<file path="src/rtl/alut_apb_pkg13.sv">
// ----------------------------------------------------------------------------
// alut_apb_pkg13
// Shared definitions for the ALUT APB master:
//   - request op encodings (write / read / poll / illegal)
//   - master FSM state type
//   - ALUT register addresses (kept in step with the ALUT defines)
//   - poll compare helper
// ----------------------------------------------------------------------------
package alut_apb_pkg13;

    localparam logic [1:0] OP_WR   = 2'b00;
    localparam logic [1:0] OP_RD   = 2'b01;
    localparam logic [1:0] OP_POLL = 2'b10;
    localparam logic [1:0] OP_ILL  = 2'b11;

    typedef enum logic [1:0] {
        ST_IDLE   = 2'd0,
        ST_SETUP  = 2'd1,
        ST_ACCESS = 2'd2,
        ST_GAP    = 2'd3
    } apb_state_t;

    localparam logic [6:0] AL_FRM_D_ADDR_L   = 7'h00;
    localparam logic [6:0] AL_FRM_D_ADDR_U   = 7'h04;
    localparam logic [6:0] AL_FRM_S_ADDR_L   = 7'h08;
    localparam logic [6:0] AL_FRM_S_ADDR_U   = 7'h0C;
    localparam logic [6:0] AL_S_PORT         = 7'h10;
    localparam logic [6:0] AL_D_PORT         = 7'h14;
    localparam logic [6:0] AL_MAC_ADDR_L     = 7'h18;
    localparam logic [6:0] AL_MAC_ADDR_U     = 7'h1C;
    localparam logic [6:0] AL_CUR_TIME       = 7'h20;
    localparam logic [6:0] AL_BB_AGE         = 7'h24;
    localparam logic [6:0] AL_DIV_CLK        = 7'h28;
    localparam logic [6:0] AL_STATUS         = 7'h2C;
    localparam logic [6:0] AL_COMMAND        = 7'h30;
    localparam logic [6:0] AL_LST_INV_ADDR_L = 7'h34;
    localparam logic [6:0] AL_LST_INV_ADDR_U = 7'h38;
    localparam logic [6:0] AL_LST_INV_PORT   = 7'h3C;

    // Only the bits selected by mask take part in the compare.
    function automatic logic poll_match(input logic [31:0] rdata,
                                        input logic [31:0] cmp,
                                        input logic [31:0] mask);
        return ((rdata ^ cmp) & mask) == 32'h0;
    endfunction

endpackage

</file>
<file path="src/rtl/alut_poll_timer13.sv">
// ----------------------------------------------------------------------------
// alut_poll_timer13
// Gap down-counter and poll read counter for the APB master's POLL op.
//   pclk13    : clock
//   p_reset13 : synchronous active-high reset
//   clear     : request accepted, restart the poll count
//   access    : an APB ACCESS cycle is in progress (one poll read)
//   gap_load  : entering GAP, load the idle-cycle counter
//   gap_run   : currently in GAP
//   gap_done  : last GAP cycle (terminal count reached)
//   last_read : the current read is the final one allowed before timeout
// ----------------------------------------------------------------------------
module alut_poll_timer13 #(
    parameter int POLL_GAP     = 4,
    parameter int POLL_TIMEOUT = 255
) (
    input  logic pclk13,
    input  logic p_reset13,
    input  logic clear,
    input  logic access,
    input  logic gap_load,
    input  logic gap_run,
    output logic gap_done,
    output logic last_read
);

    localparam int CNT_W = $clog2(POLL_TIMEOUT + 1);
    localparam int GAP_W = (POLL_GAP < 2) ? 1 : $clog2(POLL_GAP);

    // GAP lasts POLL_GAP cycles: load N-1 and leave when the count hits zero.
    localparam logic [GAP_W-1:0] GAP_INIT = GAP_W'((POLL_GAP > 0) ? POLL_GAP - 1 : 0);
    localparam logic [CNT_W-1:0] CNT_LAST = CNT_W'(POLL_TIMEOUT - 1);
    localparam logic [CNT_W-1:0] CNT_MAX  = CNT_W'(POLL_TIMEOUT);

    logic [GAP_W-1:0] gap_cnt;
    logic [CNT_W-1:0] poll_cnt;

    always_ff @(posedge pclk13) begin
        if (p_reset13) begin
            gap_cnt <= '0;
        end else if (gap_load) begin
            gap_cnt <= GAP_INIT;
        end else if (gap_run && (gap_cnt != '0)) begin
            gap_cnt <= gap_cnt - 1'b1;
        end
    end

    // Counts completed reads; saturates instead of wrapping.
    always_ff @(posedge pclk13) begin
        if (p_reset13 || clear) begin
            poll_cnt <= '0;
        end else if (access && (poll_cnt != CNT_MAX)) begin
            poll_cnt <= poll_cnt + 1'b1;
        end
    end

    assign gap_done  = (gap_cnt == '0);
    // poll_cnt holds the number of reads finished before the current one.
    assign last_read = (poll_cnt >= CNT_LAST);

endmodule

</file>
<file path="src/rtl/alut_apb_master13.sv">
// ----------------------------------------------------------------------------
// alut_apb_master13
// APB initiator for the ALUT register bank. Takes one request at a time over
// valid/ready and turns it into a SETUP/ACCESS transfer; POLL repeats reads
// until a masked compare matches or the read budget runs out.
//   req_*      : request channel (op, addr, wdata/compare value, poll mask)
//   rsp_*      : one-cycle completion pulse with read data and error flag
//   psel13 .. prdata13 : APB initiator port (no pready)
//   busy13     : state is not IDLE
//
// state     | meaning
// ----------+-------------------------------------------------------------
// ST_IDLE   | waiting for a request, req_ready13 high
// ST_SETUP  | APB setup phase, psel high, penable low
// ST_ACCESS | APB access phase, prdata sampled at the end of this cycle
// ST_GAP    | poll back-off, psel low for POLL_GAP cycles
// ----------------------------------------------------------------------------
module alut_apb_master13
    import alut_apb_pkg13::*;
#(
    parameter int ADDR_W       = 7,
    parameter int POLL_GAP     = 4,
    parameter int POLL_TIMEOUT = 255
) (
    input  logic              pclk13,
    input  logic              p_reset13,
    input  logic              req_valid13,
    output logic              req_ready13,
    input  logic [1:0]        req_op13,
    input  logic [ADDR_W-1:0] req_addr13,
    input  logic [31:0]       req_wdata13,
    input  logic [31:0]       req_mask13,
    output logic              rsp_valid13,
    output logic [31:0]       rsp_rdata13,
    output logic              rsp_err13,
    output logic              psel13,
    output logic              penable13,
    output logic              pwrite13,
    output logic [ADDR_W-1:0] paddr13,
    output logic [31:0]       pwdata13,
    input  logic [31:0]       prdata13,
    output logic              busy13
);

    apb_state_t        state_q, state_nxt;
    logic [1:0]        op_q;
    logic [ADDR_W-1:0] addr_q;
    logic [31:0]       wdata_q;
    logic [31:0]       mask_q;

    logic accept;
    logic is_poll;
    logic match;
    logic gap_load;
    logic gap_done;
    logic last_read;

    assign req_ready13 = (state_q == ST_IDLE) & ~p_reset13;
    assign accept      = req_valid13 & req_ready13;
    assign is_poll     = (op_q == OP_POLL);
    assign match       = poll_match(prdata13, wdata_q, mask_q);

    alut_poll_timer13 #(
        .POLL_GAP     (POLL_GAP),
        .POLL_TIMEOUT (POLL_TIMEOUT)
    ) u_poll_timer (
        .pclk13    (pclk13),
        .p_reset13 (p_reset13),
        .clear     (accept),
        .access    (state_q == ST_ACCESS),
        .gap_load  (gap_load),
        .gap_run   (state_q == ST_GAP),
        .gap_done  (gap_done),
        .last_read (last_read)
    );

    always_ff @(posedge pclk13) begin
        if (p_reset13) begin
            state_q <= ST_IDLE;
        end else begin
            state_q <= state_nxt;
        end
    end

    always_comb begin
        state_nxt = state_q;
        gap_load  = 1'b0;
        case (state_q)
            ST_IDLE: begin
                if (accept && (req_op13 != OP_ILL)) begin
                    state_nxt = ST_SETUP;
                end
            end
            ST_SETUP: begin
                state_nxt = ST_ACCESS;
            end
            ST_ACCESS: begin
                if (is_poll && !match && !last_read) begin
                    if (POLL_GAP > 0) begin
                        state_nxt = ST_GAP;
                        gap_load  = 1'b1;
                    end else begin
                        state_nxt = ST_SETUP;
                    end
                end else begin
                    state_nxt = ST_IDLE;
                end
            end
            ST_GAP: begin
                if (gap_done) begin
                    state_nxt = ST_SETUP;
                end
            end
            default: begin
                state_nxt = ST_IDLE;
            end
        endcase
    end

    always_ff @(posedge pclk13) begin
        if (p_reset13) begin
            op_q    <= OP_WR;
            addr_q  <= '0;
            wdata_q <= '0;
            mask_q  <= '0;
        end else if (accept) begin
            op_q    <= req_op13;
            addr_q  <= req_addr13;
            wdata_q <= req_wdata13;
            mask_q  <= req_mask13;
        end
    end

    // APB and response outputs are registered from the next state so each
    // phase is visible in the cycle the FSM enters it.
    always_ff @(posedge pclk13) begin
        if (p_reset13) begin
            psel13      <= 1'b0;
            penable13   <= 1'b0;
            pwrite13    <= 1'b0;
            paddr13     <= '0;
            pwdata13    <= '0;
            rsp_valid13 <= 1'b0;
            rsp_rdata13 <= '0;
            rsp_err13   <= 1'b0;
            busy13      <= 1'b0;
        end else begin
            psel13      <= (state_nxt == ST_SETUP) || (state_nxt == ST_ACCESS);
            penable13   <= (state_nxt == ST_ACCESS);
            busy13      <= (state_nxt != ST_IDLE);
            rsp_valid13 <= 1'b0;

            if (state_nxt == ST_SETUP) begin
                // A repeat SETUP only happens for poll, so it is always a read.
                if (state_q == ST_IDLE) begin
                    paddr13  <= req_addr13;
                    pwrite13 <= (req_op13 == OP_WR);
                    pwdata13 <= (req_op13 == OP_WR) ? req_wdata13 : 32'h0;
                end else begin
                    paddr13  <= addr_q;
                    pwrite13 <= 1'b0;
                    pwdata13 <= 32'h0;
                end
            end else if (state_nxt != ST_ACCESS) begin
                pwrite13 <= 1'b0;
            end

            if ((state_q == ST_IDLE) && accept && (req_op13 == OP_ILL)) begin
                rsp_valid13 <= 1'b1;
                rsp_rdata13 <= 32'h0;
                rsp_err13   <= 1'b1;
            end else if ((state_q == ST_ACCESS) && (state_nxt == ST_IDLE)) begin
                rsp_valid13 <= 1'b1;
                rsp_rdata13 <= (op_q == OP_WR) ? 32'h0 : prdata13;
                rsp_err13   <= is_poll && !match;
            end
        end
    end

endmodule

</file>
<file path="config.mk">
export PLATFORM = sky130hd
export DESIGN_NAME = alut_apb_master13
export DESIGN_NICKNAME = d
export VERILOG_FILES = /design/src/rtl/alut_apb_pkg13.sv /design/src/rtl/alut_poll_timer13.sv /design/src/rtl/alut_apb_master13.sv
export SDC_FILE = /design/constraint.sdc
export NUM_CORES = 1
export LEC_CHECK = 0
export ABC_AREA = 1
export CORE_UTILIZATION = 47
export CTS_CLUSTER_DIAMETER = 80
export DETAILED_ROUTE_END_ITERATION = 12
export PLACE_DENSITY_LB_ADDON = 0.2
export SLEW_MARGIN = 10
export SYNTH_ARGS = -nofsm -noshare
export SYNTH_HDL_FRONTEND = slang
export SYNTH_SLANG_ARGS = --single-unit
</file>
<file path="constraint.sdc">
create_clock -name pclk13 -period 3.7 [get_ports pclk13]
set_clock_uncertainty 0.2 [all_clocks]
set_input_delay 0.74 -clock pclk13 [delete_from_list [all_inputs] [get_ports pclk13]]
set_output_delay 0.74 -clock pclk13 [all_outputs]
set_load 0.05 [all_outputs]
</file>
* Yosys cells after proc, flatten, opt, wreduce, memory -nomap -nowiden
Index checks and enable logic that the tools add are counted.
** Cells by class
- Add/subtract/negate cells :: 2
- $lt $le $gt $ge :: 1
- Equal/unequal tests :: 10
- Muxes and demuxes :: 19
- Bitwise logic cells :: 5
- Reduce and logical (&&, ||, !) cells :: 24
** Operator list (count)
- 2-to-1 mux 32 bit :: 3
- AND 32 bit :: 1
- zero test 32 bit :: 1
- bitwise XOR 32 bit :: 1
- == test 2 bit, second input constant :: 5
- zero test 2 bit :: 5
- 2-to-1 mux 2 bit :: 5
- nonzero test 2 bit :: 5
- 2-to-1 mux 1 bit :: 9
- adder 8 x 1 -> 8 bit, second input constant :: 1
- >= comparator 8 bit, second input constant :: 1
- logical AND 1 bit :: 8
- inequality test 8 bit, second input constant :: 1
- case mux 2 bit (4 select lines) :: 1
- 2-to-1 mux 7 bit :: 1
- == test 2 x 1 -> 1 bit, second input constant :: 2
- inequality test 2 bit, second input constant :: 2
- AND 1 bit :: 2
- zero test 1 bit :: 2
- logical OR 1 bit :: 2
- OR reduction 2 bit :: 1
- subtractor 2 x 1 -> 2 bit, second input constant :: 1
- NOT 1 bit :: 1
** Storage, ports and cells
- Flip-flop bits (word level) :: 162
- Input port bits :: 108
- Output and inout port bits :: 78
- Word-level logic and storage cells :: 77

* Longest topological paths before layout
- Word-level depth :: 12
- Depth in mapped cells :: 20

* Modules after synthesis
A second synthesis with hierarchy kept.
** Second synthesis, totals
- Cells, all modules :: 1046
- Area total of the unflattened synthesis :: 7133.1 um^2
** By module, submodules not included
- alut_apb_master13 :: instances 1, cells each 960, area an instance 6535.0 um^2
- alut_poll_timer13 :: instances 1, cells each 86, area an instance 598.1 um^2

* Worst setup path before layout
OpenSTA, ideal clock, no wires.
- Path kind :: input to register
- Start :: input port p_reset13
- End :: register pwdata13[11]
- Arrival time :: 2.946 ns
- Data required time :: 3.430 ns
- Setup slack :: 0.484 ns
- Stages :: 16
- Buffers on the path :: 4
- Cell sequence :: buf_2 > nor2_4 > nand2_4 > inv_4 > buf_4 > nand2_1 > nand2_1 > nand2_1 > inv_1 > ha_1 > clkbuf_1 > nand3_1 > inv_1 > clkbuf_1 > nand2_1 > a21oi_1
** Between the ends
- Cells in the longest elaborated chain, start to end :: 7
** RTL lines
- from (decl) :: RTL line alut_apb_master13.sv:26 : input logic p_reset13,
- NOT 1 bit :: RTL line alut_apb_master13.sv:58 : assign req_ready13 = (state_q == ST_IDLE) & ~p_reset13;
- AND 1 bit :: RTL line alut_apb_master13.sv:58
- named net req_ready13 :: RTL line alut_apb_master13.sv:28 : output logic req_ready13,
- AND 1 bit :: RTL line alut_apb_master13.sv:59 : assign accept = req_valid13 & req_ready13;
- logical AND 1 bit :: RTL line alut_apb_master13.sv:90 : if (accept && (req_op13 != OP_ILL)) begin
- 2-to-1 mux 2 bit :: RTL line alut_apb_master13.sv:90
- case mux 2 bit (4 select lines) :: RTL line alut_apb_master13.sv:88 : case (state_q)
- named net state_nxt[0] :: RTL line alut_apb_master13.sv:45 : apb_state_t state_q, state_nxt;
- == test 2 x 1 -> 1 bit :: RTL line alut_apb_master13.sv:153 : if (state_nxt == ST_SETUP) begin
- to (signal assigned) :: RTL line alut_apb_master13.sv:158 : pwdata13 <= (req_op13 == OP_WR) ? req_wdata13 : 32'h0;
- to (decl) :: RTL line alut_apb_master13.sv:40 : output logic [31:0] pwdata13,
The timed path passes the listed nets, and every way through them passes these cells.
A chain may end at the register's enable or synchronous reset.

* Final worst setup path
- Start :: input port prdata13[9]
- End :: register pwdata13[20]
** Between the ends
- Cells in the longest elaborated chain, start to end :: 9
** RTL lines
- from (decl) :: RTL line alut_apb_master13.sv:41 : input logic [31:0] prdata13,
- bitwise XOR 32 bit :: RTL line alut_apb_pkg13.sv:44 : return ((rdata ^ cmp) & mask) == 32'h0;
- AND 32 bit :: RTL line alut_apb_pkg13.sv:44
- zero test 32 bit :: RTL line alut_apb_pkg13.sv:44
- zero test 1 bit :: RTL line alut_apb_master13.sv:98 : if (is_poll && !match && !last_read) begin
- logical AND 1 bit (2 in series) :: RTL line alut_apb_master13.sv:98
- 2-to-1 mux 2 bit :: RTL line alut_apb_master13.sv:98
- case mux 2 bit (4 select lines) :: RTL line alut_apb_master13.sv:88
- named net state_nxt[1] :: RTL line alut_apb_master13.sv:45
- == test 2 x 1 -> 1 bit :: RTL line alut_apb_master13.sv:153
The timed path passes the listed nets, and every way through them passes these cells.

==> impl_metrics.csv <==
group,metric,value,unit
status,run_status,"completed",
timing,final.min_clock_period,3.22,ns
placed_design,place_congestion,0.817,
finish,diodes,0,
min_path,whs_path_depth,2,
finish,post_route_cells_drive_above_1_share,5.43,%
drt,wl,18.5,mm
critical_path,critical_path_peak_fanout,21,
floorplanning,top_level_ports,186,
yosys,ys.flop_type,"sky130_fd_sc_hd__dfxtp_1",
critical_path,worst-setup-path-type,"in -> reg",
placed_design,buffer_ports.inserted,185,
critical_path,cp_data_arrival_time,3.37,ns
drt,post_drt_wl_per_cell,15.3,um
global_routing,first_global_vias,5739,
floorplanning,core_region_area,13300,um2
yosys,yosysSeqAreaShare,50.4,%
drt,route.antenna.remaining_nets,0,
drt,route.vias.total,6098,
critical_path,worst_r2r_path_depth,16,
yosys,ys_warn_count,0,
global_routing,gr-usage-all-layers,26.8,%
floorplanning,die_w,119,um
yosys,asyncSetResetFlopFracSynth,0,%
timing,clock.fmax,0.310,GHz
floorplanning,die_area,14200,um2
yosys,syn-num-nets,955,
clocking,ctsRootBufferMaster,"sky130_fd_sc_hd__clkbuf_16",
global_routing,gr_overflow_total,0,
clocking,worstSkewPairLatency,0.42,ns
floorplanning,start_util,48.4,%
clocking,cts_made_buffers,17,
yosys,post_synth_instance_area,6430,um2
yosys,synth.avg_cell_area,7.65,um2
clocking,htree_levels,4,
floorplanning,floorplan.rows,42,
clocking,tritoncts,"built",
timing,timing.slew.headroom,35.0,%
finish,finalNetCount,1135,
drt,detail_route.iter0.violations,356,
timing,final_max_slew_viol_count,0,
clocking,clk_pin_slew,0.06,ns
clocking,numClockSinks,162,
min_path,min_path_type,"reg -> reg",
pwr,p_per_area,508,nW/um2
drt,route.detailed.vias_per_inst,5.05,
finish,synthToLayoutAreaGrowth,40.1,%
clocking,cts_max_path_buffers,2,
critical_path,worst_setup_sp_type,"input port",
placed_design,hpwl,13.1,mm
critical_path,timing.critical_path.required,3.85,ns
critical_path,worst_setup_path_end_kind,"register",
timing,finalHoldViolCount,0,
global_routing,maximum_number_of_pins_on_one_net_before_global_route_repair,45,
drt,drtPass1Iterations,5,
global_routing,first_pass_grt_wire_length,29.4,mm
clocking,cts_post_setup_buffers_inserted,0,
timing,timing.final.crit_share,87.1,%
clocking,cts_hold_buf,0,
pwr,p_total,4.58,mW
timing,timing.setup.tns,0,ns
timing,finalSetupViolations,0,
yosys,synthesis.instances,840,
yosys,synth_cell_types,29,
pwr,peakVddDrop,0.384,mV
timing,unrepaired_setup_endpoints_after_global_routing,"false",
drt,drcViolationCount,0,
floorplanning,chipHeight,119,um
pwr,leakage,3.62,nW
run,cap_viol_max_count,0,
timing,tightest_slew,0.971,ns
finish,finalCoreUtilization,67.7,%
yosys,synth_edf_count,0,
yosys,synth_seq_cells,162,
clocking,cts.repair.resized,0,
global_routing,initial_antenna_violation_count,0,
stage by stage:
| step | hold WS [ns] | worst slack [ns] | area (um2) | instances |
|---|---|---|---|---|
| 2_1_floorplan | 0.228 | 0.484 | 6430 | 840 |
| 3_5_place_dp | 0.253 | 0.101 | 8430 | 1177 |
| 3_3_place_gp | 0.241 | 0.191 | 8430 | 1177 |
| 4_1_cts | 0.262 | 0.541 | 9000 | 1208 |
| 5_1_grt | 0.277 | 0.247 | 9000 | 1208 |
| 6_report | 0.263 | 0.478 | 9000 | 1208 |
state kept, by name, summed over array words and instances, names as in the netlist:
register and count:
rsp_valid13 1, busy13 1, penable13 1, mask_q 32, u_poll_timer.gap_cnt 2, pwdata13 32, u_poll_timer.poll_cnt 8, pwrite13 1
state_q 2, psel13 1, addr_q 7, wdata_q 32, rsp_err13 1, paddr13 7, rsp_rdata13 32, op_q 2
synthesized netlist by cell type (all sizes together), types with 7 or more instances:
library cell / instances / area, um2
buf: 24 / 150
ha: 7 / 87.6
o211ai: 7 / 52.6
a21oi: 84 / 432
nand3: 67 / 335
dfxtp: 162 / 3240
inv: 97 / 367
o21ai: 52 / 264
a22o: 33 / 289
nand2: 240 / 908
clkbuf: 17 / 63.8
nor2: 42 / 180
layout by cell type, fill, tap and decap left out, types with 2 or more instances in the layout:
master and count:
sky130_fd_sc_hd__nor2_4 3, sky130_fd_sc_hd__nand3_1 67, sky130_fd_sc_hd__clkbuf_1 2, sky130_fd_sc_hd__buf_4 16, sky130_fd_sc_hd__a21oi_1 83, sky130_fd_sc_hd__nor2_1 39, sky130_fd_sc_hd__clkdlybuf4s50_1 184, sky130_fd_sc_hd__dfxtp_1 162
sky130_fd_sc_hd__o21ai_1 2, sky130_fd_sc_hd__a22o_1 33, sky130_fd_sc_hd__nand2_1 239, sky130_fd_sc_hd__clkinv_2 7, sky130_fd_sc_hd__o21ai_0 49, sky130_fd_sc_hd__clkbuf_16 17, sky130_fd_sc_hd__bufinv_16 3, sky130_fd_sc_hd__inv_1 95
sky130_fd_sc_hd__ha_1 7, sky130_fd_sc_hd__o211ai_1 7
layout make-up:
cell class | count | area, um2
clock buffer | 19 | 433
sequential | 162 | 3240
inverter | 98 | 370
tap | 176 | 220
multi-input combinational | 539 | 2610
clock inverter | 12 | 141
timing repair buffer | 202 | 1990
fill | 1138 | 4290
worst paths after layout:
path,startpoint,end,slack [ns]
worst max-delay path,prdata13[9],pwdata13[20]$_SDFFE_PP0P_,0.48
worst min-delay path,rsp_rdata13[27]$_SDFFE_PP0P_,rsp_rdata13[27]$_SDFFE_PP0P_,0.26
worst max register to register,wdata_q[30]$_SDFFE_PP0P_,pwdata13[20]$_SDFFE_PP0P_,0.95
worst min register to register,rsp_rdata13[27]$_SDFFE_PP0P_,rsp_rdata13[27]$_SDFFE_PP0P_,0.26
critical path: stages:
cell and delay [ns]:
sky130_fd_sc_hd__clkdlybuf4s50_1 0.56, sky130_fd_sc_hd__nand2_1 0.07, sky130_fd_sc_hd__nand3_1 0.07, sky130_fd_sc_hd__nand2_1 0.08, sky130_fd_sc_hd__nor2_1 0.18, sky130_fd_sc_hd__nand2_1 0.07
sky130_fd_sc_hd__nor2_1 0.10, sky130_fd_sc_hd__nand2_1 0.10, sky130_fd_sc_hd__nand3_1 0.14, sky130_fd_sc_hd__nand2_1 0.13, sky130_fd_sc_hd__inv_1 0.12, sky130_fd_sc_hd__ha_1 0.23
sky130_fd_sc_hd__nand3_1 0.14, sky130_fd_sc_hd__inv_1 0.09, sky130_fd_sc_hd__buf_4 0.29, sky130_fd_sc_hd__nand2_1 0.08, sky130_fd_sc_hd__a21oi_1 0.15
metal layers:
metal,GRT usage (%),share of wire [%]
met5,0,0
met4,11.8,2.5
met3,6.90,6.5
met2,42.3,46
met1,34.4,45
where the power goes:
part | switching [mW] | total, mW | internal [mW] | leakage [nW]
Combinational | 0.557 | 0.900 | 0.343 | 2.01
Sequential | 0.0737 | 1.95 | 1.88 | 1.32
Clock | 0.675 | 1.72 | 1.05 | 0.286
Total | 1.31 | 4.58 | 3.27 | 3.62
logic make-up after synthesis:
kind of cell / share of synthesized area (%)
fa+ha+maj: 1.36
mux: 0.156
buf+inv: 9.09
compound gates: 16.4
flops: 50.4
xor+xnor: 0.136
simple gates: 22.4
(Power assumes the default switching activity.)
